### src/rtl/uart_tx_arbiter_pkg.sv
// Shared definitions for the UART transmit arbiter: parity encodings used by
// uart_tx/uart_rx, the arbiter FSM state type and a round-robin index helper.
package uart_tx_arbiter_pkg;

    localparam logic [1:0] PARITY_NONE = 2'b00;
    localparam logic [1:0] PARITY_EVEN = 2'b01;
    localparam logic [1:0] PARITY_ODD  = 2'b10;

    typedef enum logic [2:0] {
        ST_IDLE      = 3'd0,
        ST_LOAD      = 3'd1,
        ST_ISSUE     = 3'd2,
        ST_WAIT_BUSY = 3'd3,
        ST_WAIT_DONE = 3'd4
    } arb_state_e;

    function automatic int unsigned wrap_idx(input int unsigned base,
                                             input int unsigned off,
                                             input int unsigned n);
        return (base + off) % n;
    endfunction

endpackage

### src/rtl/uart_tx_arbiter_rr_arbiter.sv
// Combinational round-robin pick: first requester at or after ptr, wrapping,
// returned both one-hot and as an index.
module uart_tx_arbiter_rr_arbiter
    import uart_tx_arbiter_pkg::*;
#(
    parameter int NUM_REQ = 4,
    parameter int IW      = $clog2(NUM_REQ)
) (
    input  logic [NUM_REQ-1:0] req,
    input  logic [IW-1:0]      ptr,
    output logic [NUM_REQ-1:0] gnt,
    output logic [IW-1:0]      gnt_idx
);

    logic          found;
    logic [IW-1:0] idx;

    always_comb begin
        gnt     = '0;
        gnt_idx = '0;
        found   = 1'b0;
        idx     = '0;
        for (int unsigned off = 0; off < NUM_REQ; off++) begin
            idx = IW'(wrap_idx(32'(ptr), off, NUM_REQ));
            if (!found && req[idx]) begin
                found    = 1'b1;
                gnt[idx] = 1'b1;
                gnt_idx  = idx;
            end
        end
    end

endmodule

### src/rtl/uart_tx_arbiter.sv
// Packet-locked round-robin arbiter sharing one uart_tx between NUM_REQ
// byte-stream producers; sequences the tx_valid/tx_ready handshake.
//
// state        | meaning
// -------------+-----------------------------------------------------------
// ST_IDLE      | no packet in progress; pick winner from RR pointer
// ST_LOAD      | grant held; wait for tx_ready and the granted req_valid
// ST_ISSUE     | tx_valid high for this single cycle
// ST_WAIT_BUSY | wait for tx_ready to fall; bounded by ACCEPT_TIMEOUT
// ST_WAIT_DONE | wait for tx_ready to rise; next byte or release grant
module uart_tx_arbiter
    import uart_tx_arbiter_pkg::*;
#(
    parameter int NUM_REQ        = 4,
    parameter int DATA_BITS      = 8,
    parameter int ACCEPT_TIMEOUT = 4
) (
    input  logic                          clk,
    input  logic                          rst_n,
    input  logic [NUM_REQ-1:0]            req_valid,
    input  logic [NUM_REQ*DATA_BITS-1:0]  req_data,
    input  logic [NUM_REQ-1:0]            req_last,
    input  logic [2*NUM_REQ-1:0]          req_parity,
    output logic [NUM_REQ-1:0]            req_ready,
    output logic [DATA_BITS-1:0]          tx_data,
    output logic                          tx_valid,
    input  logic                          tx_ready,
    output logic [1:0]                    parity_mode,
    output logic [$clog2(NUM_REQ)-1:0]    grant_id,
    output logic                          grant_active,
    output logic                          accept_err
);

    localparam int IW = $clog2(NUM_REQ);
    localparam int CW = (ACCEPT_TIMEOUT < 2) ? 1 : $clog2(ACCEPT_TIMEOUT);

    arb_state_e             state_q, state_d;
    logic [IW-1:0]          rr_ptr_q, rr_ptr_d;
    logic [IW-1:0]          grant_id_q, grant_id_d;
    logic                   grant_active_q, grant_active_d;
    logic [1:0]             parity_mode_q, parity_mode_d;
    logic [DATA_BITS-1:0]   tx_data_q, tx_data_d;
    logic                   tx_valid_q, tx_valid_d;
    logic                   last_q, last_d;
    logic [CW-1:0]          tmo_cnt_q, tmo_cnt_d;
    logic                   accept_err_q, accept_err_d;
    logic [NUM_REQ-1:0]     req_ready_c;

    logic [NUM_REQ-1:0]     win_gnt;
    logic [IW-1:0]          win_idx;

    uart_tx_arbiter_rr_arbiter #(
        .NUM_REQ (NUM_REQ),
        .IW      (IW)
    ) u_rr (
        .req     (req_valid),
        .ptr     (rr_ptr_q),
        .gnt     (win_gnt),
        .gnt_idx (win_idx)
    );

    always_ff @(posedge clk or negedge rst_n) begin
        if (!rst_n) begin
            state_q        <= ST_IDLE;
            rr_ptr_q       <= '0;
            grant_id_q     <= '0;
            grant_active_q <= 1'b0;
            parity_mode_q  <= '0;
            tx_data_q      <= '0;
            tx_valid_q     <= 1'b0;
            last_q         <= 1'b0;
            tmo_cnt_q      <= '0;
            accept_err_q   <= 1'b0;
        end else begin
            state_q        <= state_d;
            rr_ptr_q       <= rr_ptr_d;
            grant_id_q     <= grant_id_d;
            grant_active_q <= grant_active_d;
            parity_mode_q  <= parity_mode_d;
            tx_data_q      <= tx_data_d;
            tx_valid_q     <= tx_valid_d;
            last_q         <= last_d;
            tmo_cnt_q      <= tmo_cnt_d;
            accept_err_q   <= accept_err_d;
        end
    end

    always_comb begin
        state_d        = state_q;
        rr_ptr_d       = rr_ptr_q;
        grant_id_d     = grant_id_q;
        grant_active_d = grant_active_q;
        parity_mode_d  = parity_mode_q;
        tx_data_d      = tx_data_q;
        tx_valid_d     = 1'b0;
        last_d         = last_q;
        tmo_cnt_d      = tmo_cnt_q;
        accept_err_d   = 1'b0;
        req_ready_c    = '0;

        unique case (state_q)
            ST_IDLE: begin
                if (|win_gnt) begin
                    grant_id_d     = win_idx;
                    parity_mode_d  = req_parity[win_idx*2 +: 2];
                    grant_active_d = 1'b1;
                    state_d        = ST_LOAD;
                end
            end
            ST_LOAD: begin
                // A stalled requester keeps the grant indefinitely.
                if (tx_ready && req_valid[grant_id_q]) begin
                    req_ready_c[grant_id_q] = 1'b1;
                    tx_data_d  = req_data[grant_id_q*DATA_BITS +: DATA_BITS];
                    tx_valid_d = 1'b1;
                    last_d     = req_last[grant_id_q];
                    state_d    = ST_ISSUE;
                end
            end
            ST_ISSUE: begin
                tmo_cnt_d = CW'(ACCEPT_TIMEOUT - 1);
                state_d   = ST_WAIT_BUSY;
            end
            ST_WAIT_BUSY: begin
                if (!tx_ready) begin
                    state_d = ST_WAIT_DONE;
                end else if (tmo_cnt_q == '0) begin
                    accept_err_d = 1'b1;
                    state_d      = ST_WAIT_DONE;
                end else begin
                    tmo_cnt_d = tmo_cnt_q - 1'b1;
                end
            end
            ST_WAIT_DONE: begin
                if (tx_ready) begin
                    if (last_q) begin
                        grant_active_d = 1'b0;
                        rr_ptr_d       = IW'(wrap_idx(32'(grant_id_q), 1, NUM_REQ));
                        state_d        = ST_IDLE;
                    end else begin
                        state_d = ST_LOAD;
                    end
                end
            end
            default: state_d = ST_IDLE;
        endcase
    end

    assign req_ready    = req_ready_c;
    assign tx_data      = tx_data_q;
    assign tx_valid     = tx_valid_q;
    assign parity_mode  = parity_mode_q;
    assign grant_id     = grant_id_q;
    assign grant_active = grant_active_q;
    assign accept_err   = accept_err_q;

endmodule
### config.mk
export PLATFORM = sky130hd
export DESIGN_NAME = uart_tx_arbiter
export DESIGN_NICKNAME = d
export VERILOG_FILES = /design/src/rtl/uart_tx_arbiter_pkg.sv /design/src/rtl/uart_tx_arbiter_rr_arbiter.sv /design/src/rtl/uart_tx_arbiter.sv
export SDC_FILE = /design/constraint.sdc
export NUM_CORES = 1
export LEC_CHECK = 0
export BUFFER_PORTS_ARGS = -buffer_cell sky130_fd_sc_hd__buf_4
export CAP_MARGIN = 0
export CORE_MARGIN = 3
export CORE_UTILIZATION = 45
export CTS_CLUSTER_SIZE = 30
export DETAILED_ROUTE_END_ITERATION = 8
export PLACE_DENSITY = 0.71
export SYNTH_ARGS = -nofsm -noshare
export SYNTH_HDL_FRONTEND = slang
export SYNTH_SLANG_ARGS = --single-unit
### constraint.sdc
create_clock -name clk -period 3.92 [get_ports clk]
set_clock_uncertainty 0.2 [all_clocks]
set_input_delay 0.392 -clock clk [delete_from_list [all_inputs] [get_ports clk]]
set_output_delay 0.392 -clock clk [all_outputs]
set_load 0.03 [all_outputs]
-- Yosys cells after proc, flatten, opt, wreduce, memory -nomap -nowiden
Cells that the tools add are included.
- add/sub/neg operators: 5
- multiply operators: 0
- divide/modulo/power cells: 0
- $lt $le $gt $ge: 10
- equal/unequal tests: 11
- shift operators: 2
- multiplexer cells: 54
- bitwise logic cells: 3
- reduce and logical (&&, ||, !) cells: 23
- operator list (operator ; count):
    $shiftx 32x6->8 ; 1
    $mux 4 ; 6
    $mux 1 ; 23
    $lt 2x3->1 const B ; 5
    $mux 3 ; 5
    $pmux 3 s5 ; 1
    $bmux 1 s2 ; 6
    $mux 2 ; 6
    $ne 2x2->1 const B ; 6
    $or 4x4->4 ; 3
    $demux 1 s2 ; 5
    $ge 2x1->1 const B ; 5
    $logic_and 1x1->1 ; 9
    $reduce_and 4->1 ; 2
    $shiftx 8x4->2 ; 1
    $eq 3x2->1 const B ; 2
    $reduce_and 3->1 ; 2
    $add 2x1->2 const B ; 2
    $add 2x2->2 const B ; 2
    $pmux 2 s2 ; 1
    $reduce_and 2->1 ; 2
    $reduce_bool 2->1 ; 2
    $reduce_or 4->1 ; 1
    $eq 3x1->1 const B ; 1
    7 further kinds ; 9
- register bits after elaboration: 23
- latch bits: 0
- RAM bits: 0
- ROM bits: 0
- input port bits: 51
- output and inout bits: 19
- word-level logic and storage cells: 118
- memories: 0

-- Logic depth before layout (Yosys ltp)
Gate-level depths: netlist of the first run.
- word-level depth: 15
- gate-level depth with buffers: 11

-- By module
A second synthesis of the first run with hierarchy kept.
- cell total of the unflattened synthesis: 173
- area, all modules: 1915.6 um^2
- by module, submodules not included (module ; times used ; cells each ; area each (um^2) ; sequential area each (um^2)):
    uart_tx_arbiter ; 1 ; 108 ; 1426.4 ; 575.6
    uart_tx_arbiter_rr_arbiter ; 1 ; 65 ; 489.2 ; 0.0

-- Least setup slack after synthesis of the first run
Ideal clock, no wire load.
- path type: reg-to-reg
- from: register rr_ptr_q[0]
- to: register parity_mode_q[0], in the netlist parity_mode[0]
- library setup time: 0.140 ns
- arrival time: 2.686 ns
- required time: 3.580 ns
- path slack: 0.894 ns
- cell stages (with the launch flop): 12
- period minus slack after synthesis: 3.026 ns
- path through: dfrtp_1 buf_6 clkinv_1 ha_1 buf_4 mux4_2 nor2b_4 nor3_1 nand3b_1 buf_2 a2111oi_0 a211oi_1
- word-level cells in the longest chain between the ends: 14
- elaborated cells between the ends (all ways): 54
- classes of those cells: 3 x add/sub; 8 x order compare; 1 x shift; 27 x mux; 3 x bitwise; 12 x reduce/logical
- ends and longest elaborated chain (what ; line ; text):
    start: declaration ; uart_tx_arbiter.sv:38 ; logic [IW-1:0] rr_ptr_q, rr_ptr_d;
    start signal: assignment ; uart_tx_arbiter.sv:76 ; rr_ptr_q <= rr_ptr_d;
    branches (longest 14 deep; another with $lt 2x3->1) ; - ;
    end signal: assignment ; uart_tx_arbiter.sv:79 ; parity_mode_q <= parity_mode_d;
    end: declaration ; uart_tx_arbiter.sv:41 ; logic [1:0] parity_mode_q, parity_mode_d;
Several ways; the timed one is not identified. The select of a mux whose other input is x is not followed.
A chain may end at the register's enable or synchronous reset.

-- Worst setup path in the final report of the first run
Same ends and word-level chain as after synthesis.

==> results of run 1 <==
## worst max-delay path, cell delays in order (launching register included)
cell,delay [ps]
dfrtp_1,360
clkinv_1,260
ha_1,610
mux4_2,600
nor2b_4,170
nor3_1,70
nand3b_1,350
a2111oi_0,440
a211oi_1,90
## sequential cells by signal (all words and copies together) (netlist names), 2 cells and up
name and cells:
tx_data 8, tmo_cnt_q 2, grant_id 2, rr_ptr_q 2
state_q 3, parity_mode 2
## cells in the mapped netlist, drive strengths merged (3+ instances only)
| cell type | number | area share, % |
|---|---|---|
| a211oi | 4 | 1.5 |
| a21o | 3 | 1.1 |
| a21oi | 8 | 2.0 |
| a2bb2oi | 3 | 1.7 |
| a311oi | 3 | 1.7 |
| and2 | 5 | 1.6 |
| buf | 10 | 3.2 |
| clkbuf | 5 | 0.96 |
| dfrtp | 23 | 29 |
| ha | 11 | 7.0 |
| inv | 13 | 2.5 |
| mux2 | 12 | 6.9 |
| mux2i | 5 | 2.7 |
| mux4 | 12 | 14 |
| nand2 | 11 | 2.1 |
| nand2b | 3 | 0.96 |
| nor2 | 17 | 3.3 |
| nor2b | 3 | 1.3 |
| nor3 | 8 | 2.3 |
| nor4 | 3 | 0.96 |
| o21ai | 7 | 1.8 |
| o31ai | 3 | 1.1 |
## area by class of cell
cell class | instances | area [µm²]
Tap cell | 50 | 62.56
Fill cell | 365 | 1568
Timing Repair Buffer | 74 | 558.0
Multi-Input combinational cell | 145 | 1254
Clock buffer | 4 | 45.04
Inverter | 14 | 52.55
Sequential cell | 23 | 575.6
## metrics by stage
stage	util, %	cells
after floorplan	-	197
after global placement	60.57	305
after detailed placement	60.57	305
after CTS	61.90	310
after global routing	61.90	310
final	61.90	310
## layer usage
layer,track usage (%),vias up
li1,-,860
met1,24.08,845
met2,33.57,40
met3,2.355,6
met4,7.307,0
met5,0,-
## cells by family after synthesis
family	share of synthesized area (%)
AND/OR/NAND/NOR	15.11
adder cells (fa/ha/maj)	7.011
buffers and inverters	6.820
flip-flops	29.32
AO/OA/AOI/OAI	18.16
multiplexers	23.58
## power groups by stage
stage / sequential [mW] / clock [mW] / combinational, mW
final: 0.445 / 0.147 / 1.19
after global routing: 0.465 / 0.160 / 1.31
after CTS: 0.447 / 0.152 / 1.20
after detailed placement: 0.451 / 0 / 1.20
after global placement: 0.448 / 0 / 1.18
after floorplan: 0.556 / 0 / 0.782
## worst max path at each step
stage,start,end,slack (ps),depth (start not counted)
after floorplan,rr_ptr_q[0]$_DFFE_PN0P_,parity_mode[0]$_DFFE_PN0P_,890,11
after global placement,rr_ptr_q[0]$_DFFE_PN0P_,parity_mode[1]$_DFFE_PN0P_,850,8
after detailed placement,rr_ptr_q[0]$_DFFE_PN0P_,parity_mode[0]$_DFFE_PN0P_,630,8
after CTS,rr_ptr_q[0]$_DFFE_PN0P_,parity_mode[0]$_DFFE_PN0P_,640,8
after global routing,rr_ptr_q[0]$_DFFE_PN0P_,parity_mode[0]$_DFFE_PN0P_,370,8
final,rr_ptr_q[0]$_DFFE_PN0P_,parity_mode[0]$_DFFE_PN0P_,650,8
==> flow_metrics.env, run 1 <==
export IMPL_status="finished clean"
export IMPL_yosysSeqAreaShare_pct=29.32
export IMPL_crit_arrival_ps=3210
export IMPL_synthArstFlopShare_pct=100.0
export IMPL_syn_inst=197
export IMPL_pwr_share_seq_pct=25.0
export IMPL_clk_pin_slew_ps=80
export IMPL_diodes=0
export IMPL_cts_sinks=23
export IMPL_worstReg2RegEnd="parity_mode[0]$_DFFE_PN0P_"
export IMPL_hold_path_class="in -> reg"
export IMPL_netSwitchingPower_mw=0.8184
export IMPL_yosysWarnings=0
export IMPL_numCtsBuffers=3
export IMPL_clk_latency_ps=260
export IMPL_pre_cts_slack_ps=630.2
export IMPL_drtAntennaViolNets=0
export IMPL_setup_viol=0
export IMPL_fp_dieArea_um2=5191
export IMPL_path_class="reg -> reg"
export IMPL_cts_setup_buffers=0
export IMPL_path_max_fanout=11
export IMPL_drtIter0Drc=93
export IMPL_final_cell_mix="buf_4 (73), dfrtp_1 (23), nor2_1 (17), inv_1 (13)"
export IMPL_synth_cell_area_um2=1963
export IMPL_rows=23
export IMPL_tightestPinTransition_ps=640.6
export IMPL_antenna_found_initial=0
export IMPL_io_pins=70
export IMPL_synth_seq_cells=23
export IMPL_drc=0
export IMPL_required_ps=3850
export IMPL_die_x_um=72.05
export IMPL_highest_layer="met4"
export IMPL_ff2ff_path_depth=8
export IMPL_overflow=0
export IMPL_layout_commonest_cell="buf_4"
export IMPL_grt_max_degree=24
export IMPL_synth_cell_types=51
export IMPL_period_share_pct=83.52
export IMPL_grt_total_usage_pct=19.16
export IMPL_drt_wl_total_um=4803
export IMPL_holdWs_ps=177.8
export IMPL_vdd_drop_max_uv=303.8
export IMPL_synth_edf_count=0
export IMPL_synth_main_ff_cell="dfrtp_1"
export IMPL_synth_area_per_cell_um2=9.965
export IMPL_clkPwrFrac_pct=8.3
export IMPL_portBuffers=69
export IMPL_grt_setup_unrepaired="false"
export IMPL_setup_slack_ps=645.9
export IMPL_tns_ps=0
export IMPL_start_util_pct=47.70
export IMPL_hold_depth=2
export IMPL_grt_pass1_wl_um=7866
export IMPL_r2r_start="rr_ptr_q[0]$_DFFE_PN0P_"
export IMPL_dr_total_vias=1751
export IMPL_p_leak_nw=1.183
export IMPL_finalCriticalPeriod_ps=3274
export IMPL_cap_violations=0
export IMPL_routed_wire_length_per_instance_um=15.49
export IMPL_finalHoldViolations=0
export IMPL_relSlewSlack_pct=56.93
export IMPL_wl_met2_um=2472
export IMPL_cts_max_level=1
export IMPL_cts_buffer_depth=2
export IMPL_cp_end_kind="flip-flop"
export IMPL_cts_resized=0
export IMPL_hold_end="state_q[2]$_DFFE_PN0P_"
export IMPL_synth_nets=259
export IMPL_layout_drive_gt1_share_pct=40.77
export IMPL_slew_viol_final=0
export IMPL_cts_root_buf="clkbuf_8"
export IMPL_combinationalPowerShare_pct=66.8
export IMPL_syn_to_final_growth_pct=29.76
export IMPL_grt_pass1_vias=1648
export IMPL_reg2reg_slack_ps=650
export IMPL_hold_buffers=1
export IMPL_min_from="tx_ready"
export IMPL_power_density_nw_per_um2=700.1
export IMPL_gp_congestion=0.7781
export IMPL_coreArea_um2=4115
export IMPL_design_area_um2=2547
export IMPL_dp_hpwl_um=3701
export IMPL_intPower_mw=0.9649
export IMPL_die_y_um=72.05
export IMPL_wl_met3_um=154
export IMPL_post_dp_cell_area_um2=2492
export IMPL_cp_start_kind="flip-flop"
export IMPL_power_mw=1.783
export IMPL_fmax_ghz=0.3054
export IMPL_first_pass_iters=4
export IMPL_fin_nets=323
export IMPL_cts_tree="yes"
export IMPL_netSwitchingFraction_pct=45.89
export IMPL_drt_met1_wl_um=2092
export IMPL_vias_per_cell=5.648
(Power assumes the default switching activity.)
==> run 2: changes to the inputs <==
ABC_AREA = 1   (was unset)
PLACE_DENSITY = 0.72   (was 0.71)
clock period = 3.1 ns   (was 3.92 ns; I/O delays follow)
==> run 2 against run 1 <==
  * Synthesized area fell by 3.5%
  * Count of clock-buffer cells in the layout is 1 lower
  * Core utilization grew 3.0 points
  * Cell area is 1.8% lower
  * Critical endpoint is now req_ready[1]
  * Largest power group unchanged
==> flow_metrics.env, run 2 <==
export IMPL_status="finished clean"
export IMPL_hold_path_class="in -> reg"
export IMPL_cts_resized=0
export IMPL_clk_latency_ps=260
export IMPL_pre_cts_slack_ps=522.6
export IMPL_io_pins=70
export IMPL_fin_nets=407
export IMPL_cts_root_buf="clkbuf_8"
export IMPL_yosysSeqAreaShare_pct=30.38
export IMPL_power_density_nw_per_um2=966.5
export IMPL_period_share_pct=86.05
export IMPL_min_from="tx_ready"
export IMPL_slew_viol_final=0
export IMPL_finalHoldViolations=0
export IMPL_synth_main_ff_cell="dfrtp_1"
export IMPL_grt_pass1_vias=1832
export IMPL_ff2ff_path_depth=14
export IMPL_drtIter0Drc=176
export IMPL_cts_sinks=23
export IMPL_cts_buffer_depth=2
export IMPL_crit_arrival_ps=2160
export IMPL_layout_drive_gt1_share_pct=31.98
export IMPL_multi_input_area_um2=1132
export IMPL_nFillCells=356
export IMPL_cts_max_level=1
export IMPL_p_leak_nw=1.374
export IMPL_antenna_found_initial=0
export IMPL_post_dp_cell_area_um2=2446
export IMPL_fmax_ghz=0.3749
export IMPL_design_area_um2=2502
export IMPL_vias_per_cell=4.939
export IMPL_synth_area_per_cell_um2=6.863
export IMPL_coreArea_um2=3854
export IMPL_relSlewSlack_pct=57.26
export IMPL_fp_dieArea_um2=5024
export IMPL_cts_tree="yes"
export IMPL_grt_setup_unrepaired="false"
export IMPL_overflow=0
export IMPL_seq_area_um2=575.6
export IMPL_synth_nets=338
export IMPL_cp_end_kind="output port"
export IMPL_drc=0
export IMPL_cap_violations=0
export IMPL_grt_pass1_wl_um=8135
export IMPL_cpMaxStageDelayCell="dfrtp_1"
export IMPL_setup_viol=0
export IMPL_drt_wl_total_um=4898
export IMPL_portBuffers=69
export IMPL_yosysWarnings=0
export IMPL_synth_top_area_share_pct=30.38
export IMPL_tightestPinTransition_ps=635.3
export IMPL_crit_path_max_incr_delay_ps=630
export IMPL_final_cell_mix="buf_4 (73), nand2_1 (70), nor2_1 (33), inv_1 (30), o21ai_0 (24)"
export IMPL_diodes=0
export IMPL_clk_pin_slew_ps=80
export IMPL_synth_cell_types=28
export IMPL_final_cell_count_no_fill=392
export IMPL_rows=22
export IMPL_finalCriticalPeriod_ps=2667
export IMPL_worstReg2RegEnd="parity_mode[0]$_DFFE_PN0P_"
export IMPL_vdd_drop_max_uv=497.4
export IMPL_drtAntennaViolNets=0
export IMPL_synthArstFlopShare_pct=100.0
export IMPL_critPathBufInv=4
export IMPL_dp_cells=387
export IMPL_synthTopCellsByArea="dfrtp_1 (30%), nand2_1 (14%), ha_1 (7.3%), nor2_1 (6.5%), o21ai_0 (6.3%)"
export IMPL_layout_commonest_cell="buf_4"
export IMPL_synth_cell_area_um2=1894
export IMPL_tns_ps=0
export IMPL_cp_start_kind="flip-flop"
export IMPL_first_pass_iters=4
export IMPL_hold_depth=3
export IMPL_start_util_pct=49.16
export IMPL_reg2reg_slack_ps=500
export IMPL_dr_total_vias=1936
export IMPL_numCtsBuffers=3
export IMPL_syn_inst=276
export IMPL_gp_congestion=0.9590
export IMPL_yosys_area_top_type="dfrtp_1"
export IMPL_routed_wire_length_per_instance_um=12.49
export IMPL_required_ps=2590
export IMPL_largest_reg_flops=8
export IMPL_synth_common_cells="nand2_1 (70), nor2_1 (33), inv_1 (30)"
export IMPL_dp_hpwl_um=3811
export IMPL_synth_edf_count=0
export IMPL_setup_slack_ps=432.5
export IMPL_synth_seq_cells=23
export IMPL_path_class="reg -> out"
export IMPL_die_x_um=70.88
export IMPL_grt_max_degree=24
export IMPL_r2r_start="rr_ptr_q[0]$_DFFE_PN0P_"
export IMPL_grt_total_usage_pct=19.71
export IMPL_die_y_um=70.88
export IMPL_hold_end="accept_err$_DFF_PN0_"
export IMPL_synth_most_common_cell="nand2_1"
export IMPL_path_max_fanout=14
export IMPL_crit_chain="inv_1 > a21oi_1 > o21ai_0 > nand2_1 > nand2_1 > nor2_1 > buf_4 > inv_1 > nor2_1 > buf_4"
export IMPL_cp_top_family="buffers and inverters"
export IMPL_syn_to_final_growth_pct=32.10
## run 2: cell count changes after synthesis, moves of 5 or more
cell / previous run / this run
nand3_2: 0 / 6
o22ai_1: 1 / 9
nand2_4: 0 / 7
nor3_1: 7 / 2
nand2_2: 0 / 10
nand3_1: 2 / 18
inv_1: 13 / 30
and2_1: 5 / 0
o21ai_0: 7 / 24
mux2_2: 9 / 0
mux4_2: 11 / 0
nand2_1: 11 / 70
nor2_1: 17 / 33
## run 2: worst min-delay path, cell delays in order
cell and delay [ps]:
buf_4 120, nand2_1 50, nor2_1 40
## run 2: cell type report
| class | instances | area share (%) |
|---|---|---|
| inverters | 34 | 5.200 |
| repair buffers | 74 | 22.30 |
| clock inverters | 1 | 0.2000 |
| clock buffers | 3 | 1.650 |
| multi-input cells | 209 | 45.25 |
| flip-flops and latches | 23 | 23.00 |
| well taps | 48 | 2.400 |
## run 2: how the worst max path moves through the flow
stage | start | end | slack (ps) | cells past startpoint
CTS | grant_id[1]$_DFFE_PN0P_ | req_ready[1] | 430 | 10
global route | grant_id[1]$_DFFE_PN0P_ | req_ready[0] | 210 | 10
floorplan | grant_id[1]$_DFFE_PN0P_ | req_ready[0] | 810 | 9
finish | grant_id[1]$_DFFE_PN0P_ | req_ready[1] | 430 | 10
detailed placement | rr_ptr_q[0]$_DFFE_PN0P_ | parity_mode[0]$_DFFE_PN0P_ | 520 | 14
global placement | rr_ptr_q[0]$_DFFE_PN0P_ | parity_mode[1]$_DFFE_PN0P_ | 580 | 14
## run 2: metrics by stage
step                total power [mW]  util, %  hold WS (ps)
global placement               2.225    63.47         19.17
CTS                            2.428    64.94         80.70
floorplan                      1.824        -        -185.6
finish                         2.419    64.94         85.36
global route                   2.643    64.94         88.81
detailed placement             2.233    63.47         22.91
## run 2: what timing repair did
action,4_1_cts,5_1_grt
hold buffers,1,0
setup buffers,0,0
hold endpoints to repair,23,0
## run 2: power by group
group / switching (mW) / internal, mW / total [mW]
combinational: 1.06 / 0.608 / 1.67
sequential: 0.134 / 0.426 / 0.560
clock: 0.0981 / 0.0897 / 0.188
total: 1.29 / 1.12 / 2.42
## run 2: kinds of logic (layout without fill, tap and decap cells)
kind of cell / Yosys count / count (layout) / share of synthesized area (%)
flops: 23 / 23 / 30.38
buf+inv: 44 / 112 / 9.841
fa+ha+maj: 11 / 11 / 7.265
simple gates: 150 / 150 / 37.91
compound gates: 48 / 48 / 14.60
## run 2: per-layer routing
metal | track usage, % | part of all wire [%] | vias to the layer above
met5 | 0 | 0 | -
met4 | 4.384 | 0.84 | 0
met3 | 3.977 | 5.3 | 5
met2 | 31.31 | 45 | 43
met1 | 27.70 | 48 | 870
li1 | - | - | 1018
==> run 3: changes to the inputs <==
CELL_PAD_IN_SITES_DETAIL_PLACEMENT = 1   (was unset)
CELL_PAD_IN_SITES_GLOBAL_PLACEMENT = 2   (was unset)
CORE_UTILIZATION = 26   (was 45)
PLACE_DENSITY = 0.78   (was 0.72)
==> run 3 against run 2 <==
  * Global-route usage decreased by 5.3 points
  * Sequential power rose by 2%
  * Total power up 1.6%
  * Wire length up 19%
  * First-iteration DRC count down 52%
  * Setup slack gained 19 ps
  * Via count is 2.6% higher
  * Non-clock buffer count up 1
  * Die area up 66%
  * Largest power group unchanged
==> flow_metrics.env, run 3 (same netlist as run 2, synthesis figures left out) <==
export IMPL_die_y_um=91.36
export IMPL_dr_total_vias=1986
export IMPL_numCtsBuffers=3
export IMPL_fin_nets=408
export IMPL_cpMaxStageDelayCell="dfrtp_1"
export IMPL_drc=0
export IMPL_vias_per_cell=4.503
export IMPL_final_cell_mix="buf_4 (74), nand2_1 (70), nor2_1 (33), inv_1 (30), o21ai_0 (24)"
export IMPL_cts_setup_buffers=0
export IMPL_seq_area_um2=575.6
export IMPL_fp_dieArea_um2=8346
export IMPL_diodes=0
export IMPL_hold_end="accept_err$_DFF_PN0_"
export IMPL_worstReg2RegEnd="parity_mode[0]$_DFFE_PN0P_"
export IMPL_crit_path_max_incr_delay_ps=600
export IMPL_pre_cts_slack_ps=652.9
export IMPL_critPathBufInv=3
export IMPL_setup_slack_ps=451.7
export IMPL_cp_end_kind="output port"
export IMPL_antenna_found_initial=0
export IMPL_clk_pin_slew_ps=90
export IMPL_crit_arrival_ps=2140
export IMPL_grtUsageMet3_pct=2.651
export IMPL_grt_max_degree=24
export IMPL_slew_viol_final=0
export IMPL_cts_tree="yes"
export IMPL_cts_root_buf="clkbuf_8"
export IMPL_die_x_um=91.36
export IMPL_vdd_drop_max_uv=315.8
export IMPL_routed_wire_length_per_instance_um=13.21
export IMPL_first_pass_iters=4
export IMPL_power_mw=2.458
export IMPL_met1_usage_pct=18.68
export IMPL_gp_congestion=0.8148
export IMPL_combinationalPowerShare_pct=68.8
export IMPL_power_density_nw_per_um2=956.3
export IMPL_multi_input_area_um2=1132
export IMPL_netSwitchingPower_mw=1.326
export IMPL_tns_ps=0
export IMPL_clk_latency_ps=270
export IMPL_cts_buffer_depth=2
export IMPL_relSlewSlack_pct=66.60
export IMPL_cts_sinks=23
export IMPL_fin_util_pct=37.01
export IMPL_path_max_fanout=13
export IMPL_finalCriticalPeriod_ps=2648
export IMPL_hold_depth=3
export IMPL_cts_max_level=1
export IMPL_min_from="tx_ready"
export IMPL_cp_start_kind="flip-flop"
export IMPL_p_leak_nw=1.379
export IMPL_reg2reg_slack_ps=670
export IMPL_netSwitchingFraction_pct=53.94
export IMPL_syn_to_final_growth_pct=35.67
export IMPL_layout_drive_gt1_share_pct=32.17
export IMPL_pwr_share_seq_pct=23.2
export IMPL_portBuffers=69
export IMPL_coreArea_um2=6944
export IMPL_drtIter0Drc=85
export IMPL_tightestPinTransition_ps=501.0
export IMPL_cp_top_family="flip-flops"
export IMPL_grt_pass1_vias=2063
export IMPL_gr_max_usage_layer="met2"
export IMPL_setup_viol=0
export IMPL_grt_pass1_wl_um=9839
export IMPL_intPower_mw=1.132
export IMPL_ff2ff_path_depth=14
export IMPL_path_class="reg -> out"
export IMPL_dp_hpwl_um=4783
export IMPL_largest_reg_flops=8
export IMPL_period_share_pct=85.43
export IMPL_fmax_ghz=0.3776
export IMPL_clkPwrFrac_pct=7.9
export IMPL_grt_total_usage_pct=14.39
export IMPL_required_ps=2590
export IMPL_layout_commonest_cell="buf_4"
export IMPL_io_pins=70
export IMPL_hold_path_class="in -> reg"
export IMPL_r2r_start="rr_ptr_q[0]$_DFFE_PN0P_"
export IMPL_finalHoldViolations=0
export IMPL_start_util_pct=27.28
export IMPL_crit_chain="inv_1 > a21oi_1 > o21ai_0 > nand2_1 > nand2_1 > nor2_1 > inv_1 > nor2_1 > buf_4"
export IMPL_grt_setup_unrepaired="false"
export IMPL_nFillCells=913
export IMPL_cap_violations=0
export IMPL_drtAntennaViolNets=0
export IMPL_drt_wl_total_um=5825
export IMPL_grt_use_met2_pct=25.02
export IMPL_cts_resized=0
export IMPL_rows=30
export IMPL_status="finished clean"
export IMPL_overflow=0
==> run 3: power by group through the flow <==
stage          sequential, mW  clock, mW  combinational (mW)
2_1_floorplan           0.666          0                1.16
3_3_place_gp            0.577          0                1.70
3_5_place_dp            0.580          0                1.73
4_1_cts                 0.576      0.204                1.73
5_1_grt                 0.597      0.216                1.93
6_report                0.571      0.195                1.69
==> run 3: cell type report <==
class | count | area share [%]
sequential | 23 | 22.40
clock buffer | 3 | 1.607
timing repair buffer | 75 | 22.01
tap | 96 | 4.674
inverter | 34 | 5.063
clock inverter | 1 | 0.1947
multi-input combinational | 209 | 44.06
==> run 3: through the flow <==
| step | hold WS (ps) | cell area [µm²] | std cells |
|---|---|---|---|
| after floorplan | -185.6 | 1894 | 276 |
| after global placement | 27.26 | 2514 | 436 |
| after detailed placement | 32.36 | 2514 | 436 |
| after CTS | 83.37 | 2570 | 441 |
| after global routing | 103.3 | 2570 | 441 |
| final | 90.26 | 2570 | 441 |
==> run 3: repair_timing <==
action | CTS | global route
hold buffers | 1 | 0
setup endpoints to repair | 0 | 0
hold endpoints to repair | 23 | 0
==> run 3: per-layer routing <==
metal | routed length [µm] | up-vias
met1 | 2567 | 932
met3 | 175 | 5
met4 | 46 | 0
met5 | 0 | -
met2 | 3036 | 30
li1 | - | 1019
==> run 3: worst max-delay path by stage <==
stage                       startpoint                         end  depth (start not counted)
2_1_floorplan  grant_id[1]$_DFFE_PN0P_                req_ready[0]                          9
3_3_place_gp   rr_ptr_q[0]$_DFFE_PN0P_  parity_mode[0]$_DFFE_PN0P_                         13
3_5_place_dp   rr_ptr_q[0]$_DFFE_PN0P_  parity_mode[0]$_DFFE_PN0P_                         14
4_1_cts        grant_id[0]$_DFFE_PN0P_                req_ready[1]                          9
5_1_grt        grant_id[0]$_DFFE_PN0P_                req_ready[0]                          9
6_report       grant_id[0]$_DFFE_PN0P_                req_ready[2]                          9
==> run 3: worst min-delay path, stage by stage <==
cell and delay [ps]:
buf_4 130, nand2_1 50, nor2_1 40
